==> src/rtl/reg_file_if.sv <==
// Register-file access bus: one write port, one claim port, two gated read ports.
//   master : datapath side, drives write/claim/read requests, receives read data
//   slave  : reg_file side
interface reg_file_if #(
   parameter int unsigned WIDTH = 16,
   parameter int unsigned DEPTH = 8
);
   localparam int unsigned AW = $clog2(DEPTH);

   logic             we;
   logic [AW-1:0]    waddr;
   logic [WIDTH-1:0] d;
   logic             claim;
   logic [AW-1:0]    claim_addr;
   logic             selA;
   logic [AW-1:0]    addrA;
   logic [WIDTH-1:0] a;
   logic             pendA;
   logic             selB;
   logic [AW-1:0]    addrB;
   logic [WIDTH-1:0] b;
   logic             pendB;

   modport master (
      output we, waddr, d, claim, claim_addr, selA, addrA, selB, addrB,
      input  a, pendA, b, pendB
   );

   modport slave (
      input  we, waddr, d, claim, claim_addr, selA, addrA, selB, addrB,
      output a, pendA, b, pendB
   );
endinterface

==> src/rtl/reg_file.sv <==
// reg_file: DEPTH x WIDTH register storage with a per-register pending scoreboard.
//   clk  : clock, all state updates on posedge
//   rst  : synchronous active-high reset, clears data and pending bits
//   bus  : reg_file_if slave
//          we/waddr/d          synchronous write, clears pending of target
//          claim/claim_addr    marks target pending (wins over same-edge write)
//          selA/addrA -> a/pendA, selB/addrB -> b/pendB
//                              combinational reads, 0 when port disabled
// ZERO_REG=1 hardwires register 0 to zero and never pending.
// BYPASS=1 forwards the write data to a read of the same address in the same cycle.
module reg_file #(
   parameter int unsigned WIDTH    = 16,
   parameter int unsigned DEPTH    = 8,
   parameter bit          ZERO_REG = 1'b0,
   parameter bit          BYPASS   = 1'b1
) (
   input logic        clk,
   input logic        rst,
   reg_file_if.slave  bus
);
   localparam int unsigned AW = $clog2(DEPTH);

   logic [WIDTH-1:0] regs [DEPTH];
   logic [DEPTH-1:0] pending;

   logic             wr_ok;
   logic             claim_ok;
   logic             zero_a;
   logic             zero_b;
   logic             hit_a;
   logic             hit_b;
   logic             release_a;
   logic             release_b;
   logic [WIDTH-1:0] a_c;
   logic [WIDTH-1:0] b_c;
   logic             pend_a_c;
   logic             pend_b_c;

   // Writes and claims aimed at a hardwired zero register are dropped.
   assign wr_ok    = bus.we    && !(ZERO_REG && (bus.waddr      == AW'(0)));
   assign claim_ok = bus.claim && !(ZERO_REG && (bus.claim_addr == AW'(0)));

   // Storage and scoreboard; claim is applied after write so a same-edge claim wins.
   always_ff @(posedge clk) begin
      if (rst) begin
         for (int unsigned i = 0; i < DEPTH; i++) begin
            regs[i] <= '0;
         end
         pending <= '0;
      end else begin
         if (wr_ok) begin
            regs[bus.waddr]    <= bus.d;
            pending[bus.waddr] <= 1'b0;
         end
         if (claim_ok) begin
            pending[bus.claim_addr] <= 1'b1;
         end
      end
   end

   // Bypass match per port; a same-cycle claim on the address keeps the stall asserted.
   assign zero_a    = ZERO_REG && (bus.addrA == AW'(0));
   assign zero_b    = ZERO_REG && (bus.addrB == AW'(0));
   assign hit_a     = BYPASS && wr_ok && (bus.waddr == bus.addrA);
   assign hit_b     = BYPASS && wr_ok && (bus.waddr == bus.addrB);
   assign release_a = BYPASS && bus.we && (bus.waddr == bus.addrA)
                      && !(bus.claim && (bus.claim_addr == bus.addrA));
   assign release_b = BYPASS && bus.we && (bus.waddr == bus.addrB)
                      && !(bus.claim && (bus.claim_addr == bus.addrB));

   // Read port A.
   always_comb begin
      a_c      = '0;
      pend_a_c = 1'b0;
      if (bus.selA && !zero_a) begin
         a_c      = hit_a ? bus.d : regs[bus.addrA];
         pend_a_c = pending[bus.addrA] && !release_a;
      end
   end

   // Read port B.
   always_comb begin
      b_c      = '0;
      pend_b_c = 1'b0;
      if (bus.selB && !zero_b) begin
         b_c      = hit_b ? bus.d : regs[bus.addrB];
         pend_b_c = pending[bus.addrB] && !release_b;
      end
   end

   assign bus.a     = a_c;
   assign bus.pendA = pend_a_c;
   assign bus.b     = b_c;
   assign bus.pendB = pend_b_c;
endmodule

==> src/flat_wrapper.sv <==
// flat-port wrapper written by rule: the top's interface ports become plain ports
module reg_file_flat 
#(
   parameter int unsigned WIDTH    = 16,
   parameter int unsigned DEPTH    = 8,
   parameter bit          ZERO_REG = 1'b0,
   parameter bit          BYPASS   = 1'b1
)
  (clk, rst, bus_we, bus_waddr, bus_d, bus_claim, bus_claim_addr, bus_selA, bus_addrA, bus_selB, bus_addrB, bus_a, bus_pendA, bus_b, bus_pendB);
  reg_file_if #(.WIDTH(WIDTH), .DEPTH(DEPTH)) bus_i ();
  input logic clk;
  input logic rst;
  input wire logic [$bits(bus_i.we)-1:0] bus_we;
  input wire logic [$bits(bus_i.waddr)-1:0] bus_waddr;
  input wire logic [$bits(bus_i.d)-1:0] bus_d;
  input wire logic [$bits(bus_i.claim)-1:0] bus_claim;
  input wire logic [$bits(bus_i.claim_addr)-1:0] bus_claim_addr;
  input wire logic [$bits(bus_i.selA)-1:0] bus_selA;
  input wire logic [$bits(bus_i.addrA)-1:0] bus_addrA;
  input wire logic [$bits(bus_i.selB)-1:0] bus_selB;
  input wire logic [$bits(bus_i.addrB)-1:0] bus_addrB;
  output wire logic [$bits(bus_i.a)-1:0] bus_a;
  output wire logic [$bits(bus_i.pendA)-1:0] bus_pendA;
  output wire logic [$bits(bus_i.b)-1:0] bus_b;
  output wire logic [$bits(bus_i.pendB)-1:0] bus_pendB;
  assign bus_i.we = bus_we;
  assign bus_i.waddr = bus_waddr;
  assign bus_i.d = bus_d;
  assign bus_i.claim = bus_claim;
  assign bus_i.claim_addr = bus_claim_addr;
  assign bus_i.selA = bus_selA;
  assign bus_i.addrA = bus_addrA;
  assign bus_i.selB = bus_selB;
  assign bus_i.addrB = bus_addrB;
  assign bus_a = bus_i.a;
  assign bus_pendA = bus_i.pendA;
  assign bus_b = bus_i.b;
  assign bus_pendB = bus_i.pendB;
  reg_file #(.WIDTH(WIDTH), .DEPTH(DEPTH), .ZERO_REG(ZERO_REG), .BYPASS(BYPASS)) u_core (.clk(clk), .rst(rst), .bus(bus_i));
endmodule
==> config.mk <==
export PLATFORM = sky130hd
export DESIGN_NAME = reg_file_flat
export DESIGN_NICKNAME = d
export VERILOG_FILES = /design/src/rtl/reg_file_if.sv /design/src/rtl/reg_file.sv /design/src/flat_wrapper.sv
export SDC_FILE = /design/constraint.sdc
export NUM_CORES = 1
export LEC_CHECK = 0
export CAP_MARGIN = 25
export CORE_ASPECT_RATIO = 0.5
export CORE_MARGIN = 2
export CORE_UTILIZATION = 27
export DETAILED_ROUTE_END_ITERATION = 8
export DONT_BUFFER_PORTS = 1
export PLACE_DENSITY = 0.39
export SLEW_MARGIN = 5
export SYNTH_ARGS = -nofsm -noshare
export SYNTH_HDL_FRONTEND = slang
export SYNTH_SLANG_ARGS = --single-unit
export TNS_END_PERCENT = 10
==> constraint.sdc <==
create_clock -name clk -period 2.7 [get_ports clk]
set_input_delay 0.675 -clock clk [delete_from_list [all_inputs] [get_ports clk]]
set_output_delay 0.675 -clock clk [all_outputs]
set_load 0.01 [all_outputs]
==> impl.org <==
** Pwr
- Static leakage :: 3.12 nW
- Summing internal, switching and leakage power gives 5.56 mW.
- Power spread over the standard cell area amounts to 627 nW/um^2.
- The worst-case IR drop observed on VDD is 0.000371 V.

** Finish
- Final net count :: 657
- In the final layout, flip-flops and latches occupy 4000 um^2.
- Final core utilization :: 0.317
- Non-filler cells, final :: 1018
- Filler cells :: 2826
- Synthesis-to-layout area growth :: 14.7%
- After routing the design area is 8880 um^2.
- Of the cells placed in the final design, the portion with a size suffix greater than 1 is 0.193.
- The number of antenna diodes in the final layout is 0.
- In the final layout, the multi-input gates occupy 3450 um^2.

** Timing
- Final Worst Setup Slack :: 0.240 ns
- Setup repair after global routing missed its margin :: no
- Shortest period the worst path allows :: 2.46 ns
- FMAX :: 407 MHz
- Setup violation total in the final timing report :: 0
- Setup total negative slack on the finished layout was measured at 0 ns.
- Hold timing on the final database bottoms out at a slack of 0.388 ns.
- Final Hold Violating Endpoints :: 0
- Slew at the pin closest to its max-slew limit :: 1.07 ns
- Measured against its own limit, the worst slew margin works out to 0.285.
- Final max-slew violation count :: 0
- Across the routed clock network, the largest skew measured is 0 ns.
- Final worst-path cycle share :: 0.911

** Global routing
- Global routing finished with a remaining overflow of 0.
- The number of global-route vias before repair is 5386.
- For this run, the total global-route usage over all layers was measured as 0.176.
- Entering global routing, the biggest net connects 52 pins.
- The first global-routing pass estimated 37400 um of wire.
- Number of antenna violations at the first check in global routing :: 0

** Setup path
- CP max-delay cell :: sky130_fd_sc_hd__nand2b_2
- Maximum cell stage delay along the critical path :: 0.29 ns
- Data required time at the worst endpoint :: 2.03 ns
- Endpoint kind of the worst setup timing path :: output pin
- In this run the critical register-to-register path is launched from u_core.pending[0]$_SDFF_PP0_.
- Traced cell by cell, the critical path runs through nand2b_2 > buf_4 > o22ai_1 > a21oi_1 > a21oi_1 > buf_4.
- In this run the register-to-register setup slack is 2.07 ns.
- The critical path is of the input pin to output pin type.
- Critical Path Source Type :: input pin
- The endpoint identified for the worst register-to-register timing path is u_core.pending[0]$_SDFF_PP0_.
- R2R depth :: 2
- Biggest fanout along the worst timing path :: 23
- At the worst endpoint, the arrival time is 1.78 ns.

** CTS
- CTS Sinks :: 136
- TritonCTS built the clock tree.
- Clock latency on the worst-skew pair, taken at its later pin, is 0.42 ns.
- Count of buffers added by post-CTS timing repair for setup :: 0
- The root buffer cell chosen for the clock tree is sky130_fd_sc_hd__clkbuf_16.
- Hold_buf cts :: 0
- CTS H-tree lvls :: 4
- CTS max path bufs :: 2
- Gates resized during post-CTS repair numbered 0.
- Clock-pin slew was measured on the worst setup and hold paths at 0.06 ns.
- Counting the buffers created by CTS gives 17.

** Logic synthesis
- Yosys mapped a number of flops with a built-in enable equal to 128.
- Proportion of synthesized flip-flops having asynchronous set or reset :: 0
- The synthesized netlist occupies a cell area of 7740 um^2.
- Syn_nets :: 653
- Register bit count reported by yosys :: 136
- Averaged over all synthesized cells, the footprint is 12.5 um^2.
- Ys flop type :: sky130_fd_sc_hd__edfxtp_1
- Synthesis instantiated 33 different standard cells from the library.
- Ys Warns :: 0
- Of the synthesized area, sequential elements account for 0.517.
- After technology mapping, the gate count stands at 619.

** Floorplan
- The die covers 30100 um^2.
- Initial standard-cell utilization of the core :: 0.277
- The core region is 28000 um^2.
- The die is 124 um tall.
- Floorplan die width :: 244 um
- During I/O placement, the number of pins put on the boundary was 68.
- The floorplan has 43 rows.

** Detailed routing
- In the final routed layout, each cell accounts on average for 25.0 um.
- Routed via count :: 5105
- Summed over all layers, the routed wires come to 25500 um.
- Router iterations before antenna repair :: 5
- Iteration-0 DRC Markers :: 355
- For this run, design rule violations remaining after detail routing come to 0.
- Using the TritonRoute via totals, the vias-per-cell ratio works out to 5.01.
- ANT nets after route :: 0

** Hold path
- In this run the most critical hold path is launched from bus_claim_addr[1].
- Cells on Worst Hold Path :: 2
- Class of the most critical hold timing path :: input pin to register
- Hold Path End :: u_core.pending[7]$_SDFF_PP0_

** Place
- Placement Cell Area :: 8270 um^2
- The wire-length estimate of the detail-placed layout is 15400 um.
- Before CTS, the worst setup slack after placement is 0.242 ns.
- Final weighted congestion in routability-driven placement :: 0.728
- Including well taps, the total number of placed cells is 985.
- # port buffers :: 0

** Run
- Max-cap violation count :: 0

** Status
- The flow ran to the end, and the final reports show no timing, DRC or antenna violations.
==> synth_stat cells (2+ instances only) <==
cell type,number,share of area
sky130_fd_sc_hd__dfxtp_1,8,0.021
sky130_fd_sc_hd__mux2i_1,62,0.080
sky130_fd_sc_hd__nor2_4,3,0.0044
sky130_fd_sc_hd__a41oi_1,2,0.0023
sky130_fd_sc_hd__mux4_2,38,0.11
sky130_fd_sc_hd__o21ai_1,3,0.0019
sky130_fd_sc_hd__xnor2_1,12,0.014
sky130_fd_sc_hd__nand2_1,7,0.0034
sky130_fd_sc_hd__nand2b_2,3,0.0034
sky130_fd_sc_hd__nor2b_1,3,0.0024
sky130_fd_sc_hd__nor3_1,3,0.0019
sky130_fd_sc_hd__buf_2,28,0.018
sky130_fd_sc_hd__nor3_4,2,0.0042
sky130_fd_sc_hd__inv_1,12,0.0058
sky130_fd_sc_hd__buf_6,4,0.0058
sky130_fd_sc_hd__buf_4,5,0.0048
sky130_fd_sc_hd__a31o_2,4,0.0045
sky130_fd_sc_hd__nand4_1,2,0.0016
sky130_fd_sc_hd__nor2_2,3,0.0024
sky130_fd_sc_hd__clkbuf_1,10,0.0048
sky130_fd_sc_hd__nor2_1,4,0.0019
sky130_fd_sc_hd__a21oi_1,62,0.040
sky130_fd_sc_hd__nand3_1,4,0.0026
sky130_fd_sc_hd__and2_1,129,0.10
sky130_fd_sc_hd__o21bai_1,3,0.0029
sky130_fd_sc_hd__o22ai_1,30,0.024
sky130_fd_sc_hd__or2_1,2,0.0016
sky130_fd_sc_hd__o21ai_0,39,0.025
sky130_fd_sc_hd__edfxtp_1,128,0.50
==> routing by layer <==
metal / global-route usage / wire length (um) / vias up
met2: 0.286 / 11900 / 94
met5: 0 / 0 / -
met1: 0.240 / 12000 / 2654
met3: 0.0403 / 1270 / 17
met4: 0.0454 / 328 / 0
li1: - / - / 2340
==> cells by family after synthesis <==
kind of cell | share of synthesized area
compound gates | 0.102
xor+xnor | 0.0136
buf+inv | 0.0394
mux | 0.191
simple gates | 0.137
flops | 0.517
==> how the worst max path moves through the flow <==
stage,startpoint,end,cells past startpoint
2_1_floorplan,bus_addrA[1],bus_a[10],7
6_report,bus_addrB[0],bus_b[1],6
3_5_place_dp,bus_addrB[0],bus_b[15],5
4_1_cts,u_core.regs[7][9]$_SDFFCE_PN0P_,bus_a[9],4
3_3_place_gp,bus_addrB[0],bus_b[3],5
5_1_grt,bus_addrB[1],bus_b[10],6
==> flip-flops by register name, indices dropped and copies added (netlist names) <==
| signal | flops |
|---|---|
| u_core.regs | 128 |
| u_core.pending | 8 |
==> critical path, delay by kind of cell <==
family          cells  cell delay (ns)
compound gates      3             0.44
buf+inv             2             0.37
simple gates        1             0.29
==> area by class of cell <==
class	count	area share
Clock inverter	15	0.0197
Inverter	12	0.00507
Sequential cell	136	0.451
Clock buffer	17	0.0479
Timing Repair Buffer	32	0.0345
Tap cell	382	0.0538
Multi-Input combinational cell	424	0.388
==> layout by cell type, fill, tap and decap left out, types with 8 or more instances in the layout <==
cell type                   synthesis  routed
sky130_fd_sc_hd__mux4_2            38      38
sky130_fd_sc_hd__and2_1           129     129
sky130_fd_sc_hd__inv_1             12      12
sky130_fd_sc_hd__o21ai_0           39      39
sky130_fd_sc_hd__mux2i_1           62      62
sky130_fd_sc_hd__xnor2_1           12      12
sky130_fd_sc_hd__buf_4              5      26
sky130_fd_sc_hd__edfxtp_1         128     128
sky130_fd_sc_hd__o22ai_1           30      30
sky130_fd_sc_hd__a21oi_1           62      62
sky130_fd_sc_hd__dfxtp_1            8       8
sky130_fd_sc_hd__clkbuf_16          0      17
==> report_power, final <==
| group | leakage (nW) | switching [mW] | internal [mW] |
|---|---|---|---|
| Combinational | 1.52 | 0.318 | 0.291 |
| Sequential | 1.30 | 0.0661 | 2.44 |
| Clock | 0.298 | 0.988 | 1.46 |
| Total | 3.12 | 1.37 | 4.19 |
Power figures use the tool's default switching activity.
